**config.mk**
```make
export PLATFORM = sky130hd
export DESIGN_NAME = core_dmem_bridge
export DESIGN_NICKNAME = d
export VERILOG_FILES = /design/src/rtl/core_dmem_bridge.sv
export SDC_FILE = /design/constraint.sdc
export NUM_CORES = 1
export LEC_CHECK = 0
export ABC_AREA = 1
export CAP_MARGIN = 25
export CORE_ASPECT_RATIO = 0.8
export CORE_MARGIN = 10
export CORE_UTILIZATION = 50
export DETAILED_ROUTE_END_ITERATION = 6
export PLACE_DENSITY = 0.95
export SYNTH_ARGS = -nofsm -noshare
export SYNTH_HDL_FRONTEND = slang
export SYNTH_SLANG_ARGS = --single-unit
```
**constraint.sdc**
```tcl
create_clock -name clock -period 5.9 [get_ports clock]
set_clock_uncertainty 0.05 [all_clocks]
set_input_delay 0.59 -clock clock [delete_from_list [all_inputs] [get_ports clock]]
set_output_delay 0.59 -clock clock [all_outputs]
set_load 0.02 [all_outputs]
```
**src/rtl/core_dmem_bridge.sv**
```systemverilog
// Data-memory bridge between the rv32e load/store port and a req/ack memory.
// Handles one access at a time: lane steering, load extension, alignment and ack timeout.
module core_dmem_bridge #(
    parameter int          MEMORY_WIDTH = 32,
    parameter int          TIMEOUT      = 255,
    parameter logic [31:0] ADDRESS      = 32'h0000_0000
) (
    input  logic                    clock,
    input  logic                    reset,
    input  logic                    cpu_req_i,
    input  logic [31:0]             addr_i,
    input  logic [MEMORY_WIDTH-1:0] data_i,
    input  logic                    data_w_i,
    input  logic [2:0]              data_mode_i,
    output logic [MEMORY_WIDTH-1:0] data_o,
    output logic                    stall_o,
    output logic                    err_o,
    output logic                    mem_req_o,
    output logic [31:0]             mem_addr_o,
    output logic [MEMORY_WIDTH-1:0] mem_data_o,
    output logic [3:0]              mem_be_o,
    output logic                    mem_we_o,
    input  logic                    mem_ack_i,
    input  logic [MEMORY_WIDTH-1:0] mem_data_i
);

    typedef enum logic [1:0] {
        ST_IDLE = 2'd0,
        ST_WAIT = 2'd1,
        ST_RESP = 2'd2,
        ST_ERR  = 2'd3
    } state_t;

    localparam logic [15:0] TIMEOUT_C = 16'(TIMEOUT);

    function automatic logic misaligned(input logic [1:0] mode, input logic [1:0] lane);
        case (mode)
            2'b00:   misaligned = 1'b0;
            2'b01:   misaligned = lane[0];
            2'b10:   misaligned = (lane != 2'b00);
            default: misaligned = 1'b1;
        endcase
    endfunction

    function automatic logic [3:0] store_be(input logic [1:0] mode, input logic [1:0] lane);
        case (mode)
            2'b00:   store_be = 4'b0001 << lane;
            2'b01:   store_be = lane[1] ? 4'b1100 : 4'b0011;
            default: store_be = 4'b1111;
        endcase
    endfunction

    function automatic logic [31:0] store_data(input logic [1:0] mode, input logic [31:0] data);
        case (mode)
            2'b00:   store_data = {4{data[7:0]}};
            2'b01:   store_data = {2{data[15:0]}};
            default: store_data = data;
        endcase
    endfunction

    function automatic logic [31:0] load_extract(input logic [2:0] mode, input logic [1:0] lane,
                                                 input logic [31:0] word);
        logic [7:0]  b;
        logic [15:0] h;
        case (lane)
            2'b00:   b = word[7:0];
            2'b01:   b = word[15:8];
            2'b10:   b = word[23:16];
            default: b = word[31:24];
        endcase
        h = lane[1] ? word[31:16] : word[15:0];
        case (mode[1:0])
            2'b00:   load_extract = mode[2] ? {24'h00_0000, b} : {{24{b[7]}}, b};
            2'b01:   load_extract = mode[2] ? {16'h0000, h} : {{16{h[15]}}, h};
            default: load_extract = word;
        endcase
    endfunction

    state_t      state_r;
    state_t      next_s;
    logic [1:0]  lane_r;
    logic [2:0]  mode_r;
    logic        we_r;
    logic [15:0] cnt_r;
    logic [31:0] mem_addr_r;
    logic [31:0] mem_data_r;
    logic [3:0]  mem_be_r;
    logic        mem_we_r;
    logic        mem_req_r;
    logic [31:0] rdata_r;
    logic        err_r;
    logic [31:0] addr_off_s;

    assign addr_off_s = addr_i - ADDRESS;

    // State register
    always_ff @(posedge clock or negedge reset) begin
        if (!reset) begin
            state_r <= ST_IDLE;
        end else begin
            state_r <= next_s;
        end
    end

    // Next-state logic; the timeout fires on the WAIT cycle whose count reaches TIMEOUT
    always_comb begin
        next_s = state_r;
        case (state_r)
            ST_IDLE: begin
                if (cpu_req_i) begin
                    next_s = misaligned(data_mode_i[1:0], addr_i[1:0]) ? ST_ERR : ST_WAIT;
                end else begin
                    next_s = ST_IDLE;
                end
            end
            ST_WAIT: begin
                if (mem_ack_i) begin
                    next_s = ST_RESP;
                end else if ((cnt_r + 16'd1) == TIMEOUT_C) begin
                    next_s = ST_ERR;
                end else begin
                    next_s = ST_WAIT;
                end
            end
            ST_RESP: next_s = ST_IDLE;
            ST_ERR:  next_s = ST_IDLE;
            default: next_s = ST_IDLE;
        endcase
    end

    // Access capture, memory-side drive and the one-cycle load result / error pulse
    always_ff @(posedge clock or negedge reset) begin
        if (!reset) begin
            lane_r     <= 2'b00;
            mode_r     <= 3'b000;
            we_r       <= 1'b0;
            cnt_r      <= 16'd0;
            mem_addr_r <= 32'h0000_0000;
            mem_data_r <= 32'h0000_0000;
            mem_be_r   <= 4'b0000;
            mem_we_r   <= 1'b0;
            mem_req_r  <= 1'b0;
            rdata_r    <= 32'h0000_0000;
            err_r      <= 1'b0;
        end else begin
            err_r     <= (next_s == ST_ERR);
            mem_req_r <= (next_s == ST_WAIT);
            rdata_r   <= 32'h0000_0000;
            case (state_r)
                ST_IDLE: begin
                    if (cpu_req_i) begin
                        lane_r <= addr_i[1:0];
                        mode_r <= data_mode_i;
                        we_r   <= data_w_i;
                        cnt_r  <= 16'd0;
                        // Misaligned accesses never touch the memory-side outputs
                        if (next_s == ST_WAIT) begin
                            mem_addr_r <= {addr_off_s[31:2], 2'b00};
                            mem_data_r <= data_w_i ? store_data(data_mode_i[1:0], data_i) : 32'h0000_0000;
                            mem_be_r   <= data_w_i ? store_be(data_mode_i[1:0], addr_i[1:0]) : 4'b1111;
                            mem_we_r   <= data_w_i;
                        end
                    end
                end
                ST_WAIT: begin
                    cnt_r <= cnt_r + 16'd1;
                    if (mem_ack_i && !we_r) begin
                        rdata_r <= load_extract(mode_r, lane_r, mem_data_i);
                    end
                    if (next_s != ST_WAIT) begin
                        mem_addr_r <= 32'h0000_0000;
                        mem_data_r <= 32'h0000_0000;
                        mem_be_r   <= 4'b0000;
                        mem_we_r   <= 1'b0;
                    end
                end
                default: begin
                    cnt_r <= 16'd0;
                end
            endcase
        end
    end

    // Stall is the only combinational output: IDLE must hold the core in the request cycle
    assign stall_o    = reset & ((state_r == ST_WAIT) | ((state_r == ST_IDLE) & cpu_req_i));
    assign data_o     = rdata_r;
    assign err_o      = err_r;
    assign mem_req_o  = mem_req_r;
    assign mem_addr_o = mem_addr_r;
    assign mem_data_o = mem_data_r;
    assign mem_be_o   = mem_be_r;
    assign mem_we_o   = mem_we_r;

endmodule
```
==> impl_metrics.env, run 1 <==
export IMPL_slowest_stage="clkdlybuf4s50_1"
export IMPL_reg2reg_from="state_r[0]"
export IMPL_timing_rr_end="mem_addr_o[13]"
export IMPL_netlist_top_cells_count="nand2_1, dfrtp_1, nand4_1, nor2_1, inv_1"
export IMPL_cts_root_buf="clkbuf_16"
export IMPL_wl_per_cell_microns=18.5
export IMPL_dr_pass1_iters=6
export IMPL_synth_seq_area_share_pct=51.2
export IMPL_die_area_sq_um=17100
export IMPL_p_comb_share_pct=42.8
export IMPL_drc=0
export IMPL_cts_sinks=125
export IMPL_synth_most_common_cell="nand2_1"
export IMPL_grt_util_all_layers_pct=23.7
export IMPL_rows=36
export IMPL_ctsHoldBuffers=0
export IMPL_netlist_instances=757
export IMPL_synth_edff_count=0
export IMPL_placed_cells=1075
export IMPL_synth_ff_type="dfrtp_1"
export IMPL_crit_chain="clkdlybuf4s50_1 > nor2_4 > inv_2 > nand2_1 > a21oi_1 > a21oi_1 > nand2_2 > nor2_4 > buf_4 > nand4_1 > nand2_1"
export IMPL_cp_required_ns=6.20
export IMPL_fin_nets=1048
export IMPL_area_growth_pct=44.3
export IMPL_die_h_microns=119
export IMPL_p_leak_uw=0.00423
export IMPL_floorplan_initialDensity_pct=50.6
export IMPL_fmax_mhz=281
export IMPL_post_cts_buffers=0
export IMPL_synth_area_top_cells="dfrtp_1, nand2_1, nand4_1"
export IMPL_p_sw_share_pct=41.0
export IMPL_clk_latency_ns=0.42
export IMPL_vias=6227
export IMPL_finalNonFillerCells=1107
export IMPL_peakVddDrop_mv=0.288
export IMPL_final_core_util_pct=73.0
export IMPL_p_int_uw=2510
export IMPL_finalSetupViolations=0
export IMPL_num_antenna_cells=0
export IMPL_cts_buffers=17
export IMPL_relSlewSlack_pct=43.7
export IMPL_dp_hpwl_mm=14.2
export IMPL_gp_congestion=0.903
export IMPL_port_buffers=205
export IMPL_ff2ff_path_depth=15
export IMPL_async_flop_share_pct=100
export IMPL_grt_max_degree=59
export IMPL_clkPwrFrac_pct=26.7
export IMPL_syn_area_per_cell_sq_um=8.07
export IMPL_drt_iter0_drc=759
export IMPL_core_region_area_sq_um=12100
export IMPL_ys_seq_elements=125
export IMPL_yosys_warnings=0
export IMPL_yosysTopAreaCellShare_pct=51.2
export IMPL_cp_max_fo=41
export IMPL_overflow=0
export IMPL_setup_worst_path_start_class="input pin"
export IMPL_hold_viol=0
export IMPL_post_cts_resized=0
export IMPL_setup_tns_ns=0
export IMPL_power_switching_uw=1750
export IMPL_fp_dieW_microns=144
export IMPL_maxCapViolations=0
export IMPL_power_density_nw_per_um2=483
export IMPL_grt_pass1_vias=6100
export IMPL_ant_nets=0
export IMPL_via_per_inst=5.63
export IMPL_grt_pass1_wl_mm=32.5
export IMPL_slowest_delay_ns=0.85
export IMPL_slew_viol_final=0
export IMPL_antenna_found_initial=0
export IMPL_worstMarginPinSlew_ns=0.842
export IMPL_io_pins=208
export IMPL_cts_path_max_buffers=2
export IMPL_wirelength_mm=20.5
export IMPL_path_clk_slew_ns=0.06
export IMPL_r2r_setup_slack_ns=2.80
export IMPL_htreeDepth=4
export IMPL_yosysUniqueCellTypes=34
export IMPL_outcome="completed"
export IMPL_period_needed_ns=3.56
export IMPL_worstHoldPathType="in -> async"
export IMPL_yosysTopAreaCell="dfrtp_1"
export IMPL_final_layout_size_suffix_gt1_share_pct=6.28
export IMPL_syn_cell_area_sq_um=6110
export IMPL_p_seq_share_pct=30.5
export IMPL_cp_arrival_ns=3.86
export IMPL_cp_end_kind="flip-flop"
export IMPL_fin_crit_sh_pct=60.4
export IMPL_crit_type="in -> reg"
export IMPL_cts_tree="built"
export IMPL_rsz0062_at_grt="no"
-- worst max path at each step --
stage	start	to	slack, ns	cells after the start
after floorplan	cnt_r[0]	mem_addr_o[28]	3.85	17
after global placement	data_mode_i[1]	mem_data_o[29]	2.25	11
after detailed placement	data_mode_i[1]	mem_addr_o[27]	2.08	11
after CTS	data_mode_i[1]	mem_addr_o[13]	2.44	11
after global routing	data_mode_i[1]	mem_addr_o[13]	2.10	11
final	data_mode_i[1]	mem_addr_o[13]	2.34	11
-- metal layers --
layer / up-vias / part of all wire, % / track usage [%] / wire [microns]
met5: - / 0 / 0 / 0
met4: 0 / 2.3 / 7.39 / 473
met3: 37 / 9.5 / 7.19 / 1940
met2: 316 / 48 / 37.7 / 9860
met1: 2960 / 40 / 30.3 / 8240
li1: 2914 / - / - / -
-- critical path: cells and delay by family --
kind	cells	cell delay, ns
buf+inv	3	1.47
simple gates	6	1.41
compound gates	2	0.37
-- per-stage QoR --
| stage | total power, uW | cell area, sq um | hold WS [ns] | setup WS (ns) |
|---|---|---|---|---|
| 6_report | 4260 | 8810 | 0.0356 | 2.34 |
| 5_1_grt | 4480 | 8810 | 0.0487 | 2.10 |
| 4_1_cts | 4260 | 8810 | 0.0315 | 2.44 |
| 3_5_place_dp | 3100 | 8180 | 0.408 | 2.08 |
| 3_3_place_gp | 3030 | 8140 | 0.404 | 2.25 |
| 2_1_floorplan | 2370 | 6110 | 0.244 | 3.85 |
-- cell type report --
type                            instances  area [sq um]
Fill cell                             844          3260
Sequential cell                       125          3130
Multi-Input combinational cell        519          2480
Timing Repair Buffer                  212          2130
Clock buffer                           17           425
Inverter                               67           251
Clock inverter                         15           210
Tap cell                              152           190
-- kinds of logic (layout without fill, tap and decap cells) --
group | after synthesis | count (layout) | share of synthesized area, %
AND/OR/NAND/NOR | 412 | 412 | 30.0
flip-flops | 125 | 125 | 51.2
buffers and inverters | 114 | 311 | 8.20
AO/OA/AOI/OAI | 102 | 102 | 9.94
adder cells (fa/ha/maj) | 2 | 2 | 0.410
other | 1 | 2 | 0.0614
multiplexers | 1 | 1 | 0.184
-- power by group through the flow --
stage               clock [uW]  sequential, uW  combinational [uW]
floorplan                    0            1530                 837
global placement             0            1290                1740
detailed placement           0            1300                1800
CTS                       1140            1290                1820
global route              1190            1330                1960
finish                    1140            1300                1820
-- state kept, by name, indices dropped and copies added, names as in the netlist --
name and flops:
cnt_r 16, data_o 32, err_o 1, lane_r 2
mem_addr_o 30, mem_be_o 4, mem_data_o 32, mem_req_o 1
mem_we_o 1, mode_r 3, state_r 2, we_r 1
-- cell usage in the layout (no fill, tap or decap), types with 2 or more instances in the layout --
master,netlist,routed
nand2_1,232,232
nor3_1,17,17
nor4_1,8,8
nor2_4,3,3
inv_2,9,10
dfrtp_1,125,125
bufinv_16,0,4
clkinv_2,0,2
o211a_1,6,6
nand3_2,2,2
nand4_1,71,71
o21ai_0,35,35
o22ai_1,24,24
nand3_1,14,14
o21ai_1,3,3
inv_1,52,52
clkinv_4,0,2
nand2_2,2,2
inv_6,0,5
conb_1,1,2
o211ai_1,9,9
buf_12,0,2
clkinv_1,6,5
clkbuf_16,0,17
ha_1,2,2
a21oi_1,20,20
buf_4,2,6
clkdlybuf4s50_1,0,204
nor2_1,61,61
(Power assumes the default switching activity.)
==> run 2, diff against run 1 <==
--- a/config.mk
+++ b/config.mk
@@ -9,9 +9,9 @@
 export CAP_MARGIN = 25
 export CORE_ASPECT_RATIO = 0.8
 export CORE_MARGIN = 10
-export CORE_UTILIZATION = 50
+export CORE_UTILIZATION = 46
 export DETAILED_ROUTE_END_ITERATION = 6
-export PLACE_DENSITY = 0.95
+export PLACE_DENSITY = 0.89
 export SYNTH_ARGS = -nofsm -noshare
 export SYNTH_HDL_FRONTEND = slang
 export SYNTH_SLANG_ARGS = --single-unit
==> constraint.sdc (replaced) <==
create_clock -name clock -period 3.7 [get_ports clock]
set_clock_uncertainty 0.05 [all_clocks]
set_input_delay 0.37 -clock clock [delete_from_list [all_inputs] [get_ports clock]]
set_output_delay 0.37 -clock clock [all_outputs]
set_load 0.02 [all_outputs]
==> run 2 against run 1 <==
Combinational power rose by 62%. Clock-buffer cell count is 1 higher. Critical endpoint is now mem_addr_o[10]. Power rose by 57%. Largest power group unchanged.
==> impl_metrics.env, run 2 (synthesis results as in run 1) <==
export IMPL_outcome="completed"
export IMPL_port_buffers=205
export IMPL_overflow=0
export IMPL_hold_viol=0
export IMPL_rows=37
export IMPL_cts_buffers=17
export IMPL_ff2ff_path_depth=16
export IMPL_cts_sinks=125
export IMPL_path_clk_slew_ns=0.06
export IMPL_antenna_found_initial=1
export IMPL_wirelength_mm=20.7
export IMPL_setup_worst_path_start_class="flip-flop"
export IMPL_cp_arrival_ns=3.23
export IMPL_crit_family="simple AND/OR/NAND/NOR gates"
export IMPL_gp_congestion=0.913
export IMPL_r2r_setup_slack_ns=0.72
export IMPL_cp_max_fo=41
export IMPL_slowest_stage="nand3_2"
export IMPL_grt_pass1_vias=6067
export IMPL_nFillCells=991
export IMPL_crit_end="mem_addr_o[10]"
export IMPL_final_cell_mix="nand2_1, clkdlybuf4s50_1, dfrtp_1"
export IMPL_peakVddDrop_mv=0.476
export IMPL_floorplan_initialDensity_pct=47.3
export IMPL_cts_tree="built"
export IMPL_routed_top_layer="met4"
export IMPL_ant_nets=0
export IMPL_path_buf_inv=4
export IMPL_via_per_inst=5.46
export IMPL_dp_hpwl_mm=14.7
export IMPL_grt_pass1_wl_mm=32.9
export IMPL_final_common_cell="nand2_1"
export IMPL_slowest_delay_ns=0.48
export IMPL_worstMarginPinSlew_ns=0.765
export IMPL_crit_chain="ha_1 > nand3_1 > inv_2 > nand2_1 > clkinv_1 > nand3_1 > nand2_1 > inv_1 > nand2_1 > nor2_1 > nand2_2 > nand4_1 > nand3_2 > buf_12 > nand2_1 > nand2_1"
export IMPL_crit_type="reg -> reg"
export IMPL_clk_latency_ns=0.42
export IMPL_slew_viol_final=0
export IMPL_dr_pass1_iters=6
export IMPL_die_area_sq_um=18300
export IMPL_register_area_sq_um=3130
export IMPL_met3_length_mm=1.77
export IMPL_area_growth_pct=44.6
export IMPL_cp_required_ns=3.95
export IMPL_cts_root_buf="clkbuf_16"
export IMPL_multi_input_area_sq_um=2480
export IMPL_core_region_area_sq_um=12900
export IMPL_drt_iter0_drc=705
export IMPL_io_pins=208
export IMPL_final_core_util_pct=68.4
export IMPL_reg2reg_from="cnt_r[1]"
export IMPL_worstHoldPathType="in -> async"
export IMPL_vias=6199
export IMPL_cp_end_kind="flip-flop"
export IMPL_drc=0
export IMPL_wl_per_cell_microns=18.2
export IMPL_worstSetupPathDepth=16
export IMPL_relSlewSlack_pct=49.0
export IMPL_cts_path_max_buffers=2
export IMPL_fp_dieW_microns=149
export IMPL_fin_crit_sh_pct=80.5
export IMPL_grt_max_degree=69
export IMPL_power_density_nw_per_um2=760
export IMPL_htreeDepth=4
export IMPL_timing_rr_end="mem_addr_o[10]"
export IMPL_maxCapViolations=0
export IMPL_setup_tns_ns=0
export IMPL_period_needed_ns=2.98
export IMPL_fmax_mhz=336
export IMPL_route_met2_wl_mm=9.65
export IMPL_finalSetupViolations=0
export IMPL_wl_met1_mm=8.74
export IMPL_p_leak_uw=0.00422
export IMPL_fin_nets=1053
export IMPL_grt_util_all_layers_pct=22.3
export IMPL_crit_start="cnt_r[1]"
export IMPL_cpMostUsedCell="nand2_1"
export IMPL_die_h_microns=123
export IMPL_final_layout_size_suffix_gt1_share_pct=6.56
export IMPL_rsz0062_at_grt="no"
-- run 2: cell types whose count changed in the layout (fill, tap and decap cells not counted), sizes merged --
cell         delta
buf             +4
clkinvlp        +3
inv             -3
bufinv          -1
clkbuf          +1
diode           +1
dlygate4sd3     +1
-- run 2: worst reg2reg max path, stage by stage (launching register included) --
cell and delay [ns]:
dfrtp_1 0.43, ha_1 0.24, nand3_1 0.17, inv_2 0.08
nand2_1 0.12, clkinv_1 0.10, nand3_1 0.08, nand2_1 0.06
inv_1 0.09, nand2_1 0.06, nor2_1 0.15, nand2_2 0.10
nand4_1 0.11, nand3_2 0.48, buf_12 0.40, nand2_1 0.11
nand2_1 0.05
-- run 2: how the worst min path moves through the flow --
stage | cells after the start | startpoint | end
2_1_floorplan | 0 | reset | cnt_r[0]
3_3_place_gp | 1 | reset | mem_data_o[15]
3_5_place_dp | 1 | reset | mem_data_o[7]
4_1_cts | 2 | reset | mem_data_o[7]
5_1_grt | 2 | reset | mem_data_o[7]
6_report | 2 | reset | mem_data_o[7]
-- run 2: where the power goes --
group	internal, uW	total (uW)	switching (uW)
clock	1060	1710	651
combinational	1110	2950	1840
sequential	1780	2040	268
total	3950	6710	2760
-- run 2: final cells by class --
class                   instances  area share (%)
well taps                     175            2.48
flip-flops and latches        125            35.4
clock buffers                  18            4.86
multi-input cells             519            28.1
clock inverters                14            1.88
repair buffers                217            24.4
inverters                      67            2.85
diodes                          1          0.0283
-- run 2: timing repair --
item / CTS / global route
setup buffers: 0 / 0
hold endpoints to repair: 27 / 0
gates resized for setup: 0 / 0
hold buffers: 1 / 0
-- run 2: layer usage --
| layer | track usage (%) | vias up |
|---|---|---|
| li1 | - | 2923 |
| met1 | 29.0 | 2933 |
| met2 | 34.6 | 299 |
| met3 | 7.27 | 44 |
| met4 | 7.83 | 0 |
| met5 | 0 | - |
-- run 2: stage by stage --
stage               instance area (sq um)  hold slack, ns  cells  power (uW)  setup WS (ns)
floorplan                            6110          0.0244    758        3780           1.65
global placement                     8230           0.276   1102        4940          0.644
CTS                                  8830           0.363   1135        6720          0.753
finish                               8830           0.358   1136        6710          0.722
detailed placement                   8230           0.275   1102        5000          0.576
global route                         8830           0.403   1136        7070          0.422
==> RTL edit: new RTL, flow settings as in run 2 <==
Encoding of `state_t`: now one-hot (4 bits for 4 states).
--- a/src/rtl/core_dmem_bridge.sv
+++ b/src/rtl/core_dmem_bridge.sv
@@ -25,9 +25,9 @@
 );
 
-    typedef enum logic [1:0] {
-        ST_IDLE = 2'd0,
-        ST_WAIT = 2'd1,
-        ST_RESP = 2'd2,
-        ST_ERR  = 2'd3
+    typedef enum logic [3:0] {
+        ST_IDLE = 4'b0001,
+        ST_WAIT = 4'b0010,
+        ST_RESP = 4'b0100,
+        ST_ERR  = 4'b1000
     } state_t;
 
Formal check against the unedited RTL: no difference found for any inputs over 4 cycles, from zero or initial values and one cycle with reset low; so few cycles prove little.
==> RTL edit against run 2 <==
- design area decreased by 0.31%
- worst setup slack improved by 0.18 ns
- combinational power decreased by 28%
- total power decreased by 12%
- utilization increased by 0.28 points
- sequential cell count increased by 2
- routed wire length decreased by 3.6%
- synthesized area decreased by 1.9%
- critical path type unchanged
- critical endpoint is now mem_addr_o[25]
- largest cell class unchanged
- largest power group unchanged
==> RTL edit: results (changes against run 2) <==
stage	metric	value	unit	change
grt	first-pass GRT wire length	31.3	mm	-4.9%
critical_path	crit path max fanout	67		+63%
grt	met1 usage	25.9	%	-3.1 points
critical_path	reg-to-reg critical path endpoint	mem_addr_o[25]		
finish	area used by multi-input combinational logic	2380	µm²	-4.2%
grt	total track usage	21.6	%	-0.68 points
yosys	compound-gate portion of the synthesized area	10.4	%	+0.43 points
drt	vias after detailed routing	6006		-3.1%
critical_path	CP max stage cell	dfrtp_1		
yosys	Synth Area in XOR/XNOR	0.146	%	+0.15 points
power	Internal	0.00387	W	-2.0%
finish	post-layout net count	1046		-0.66%
finish	multi-input gates	510		-1.7%
power	clock distribution power	0.00182	W	+6%
finish	bufs w/o clock	216		-0.46%
placement	Placed Instance Area	8160	µm²	-0.85%
finish	Non-clock buffer share	24.2	%	-0.15 points
drt	final wirelength	19.9	mm	-3.6%
grt	largest net degree at the start of global routing	68		-1.4%
critical_path	Buf/Inv on CP	1		-3
placement	dpl hpwl	14.0	mm	-4.7%
power	Peak VDD IR	0.412	mV	-13%
finish	FFs & Latches	127		+1.6%
outcome	status	completed		
yosys	Post-synth top cells	nand2_1, dfrtp_1, inv_1		
finish	fraction of layout cells with a size suffix above 1	5.56	%	-1.0 points
finish	multi-input logic portion of the cell area	27.0	%	-1.1 points
yosys	Post-Synth Adder-Cell Area	0.418	%	+0.0081 points
drt	initial DRC count	617		-12%
critical_path	FF-to-FF setup slack	0.90	ns	+0.18 ns
yosys	post-synth cell types	30		-12%
finish	register area	3180	µm²	+1.6%
yosys	sequential area share after synthesis	53.1	%	+1.9 points
RTL edit: cell types whose count changed after synthesis, sizes merged, moves of 8 or more:
cell    before  now
nand3       16   37
nand4       71   38
nor4         8    0
o211ai       9   18
RTL edit: per-stage QoR:
stage / worst slack, ns / util (%) / hold slack [ns] / total power [W] / instances
after detailed placement: 0.928 / 63.6 / 0.256 / 0.00411 / 1095
after global routing: 0.637 / 68.7 / 0.375 / 0.00624 / 1128
after floorplan: 1.69 / - / 0.0244 / 0.00303 / 744
final: 0.901 / 68.7 / 0.359 / 0.00593 / 1129
after CTS: 0.928 / 68.7 / 0.358 / 0.00596 / 1128
after global placement: 1.05 / 63.6 / 0.259 / 0.00405 / 1095
RTL edit: cell families after synthesis:
logic type / Yosys count
xor+xnor: 1
flops: 127
fa+ha+maj: 2
other cells: 1
compound gates: 105
buf+inv: 107
simple gates: 400
RTL edit: worst reg2reg max path: stages, from the launching register on:
cell and delay (ns):
dfrtp_1 0.40, ha_1 0.21, nand2_1 0.13, nor2_4 0.18, nand2_1 0.08, nand2_1 0.08, nand3_1 0.08, nor2_1 0.12
nand2_1 0.07, nor2_1 0.17, nand2_1 0.10, nand2_2 0.34, nand2_2 0.07, buf_4 0.36, nand2_1 0.18, nand2_1 0.06
RTL edit: per-layer routing:
metal | part of all wire (%) | up-vias
li1 | - | 2844
met1 | 39 | 2840
met2 | 47 | 295
met3 | 12 | 27
met4 | 1.4 | 0
met5 | 0 | -
RTL edit: worst max path at each step:
stage,end,slack (ns),cells after the start
finish,mem_addr_o[25],0.90,15
global route,data_o[16],0.64,9
CTS,stall_o,0.93,9
detailed placement,mem_addr_o[25],0.93,10
global placement,mem_addr_o[19],1.05,10
floorplan,mem_addr_o[24],1.69,14
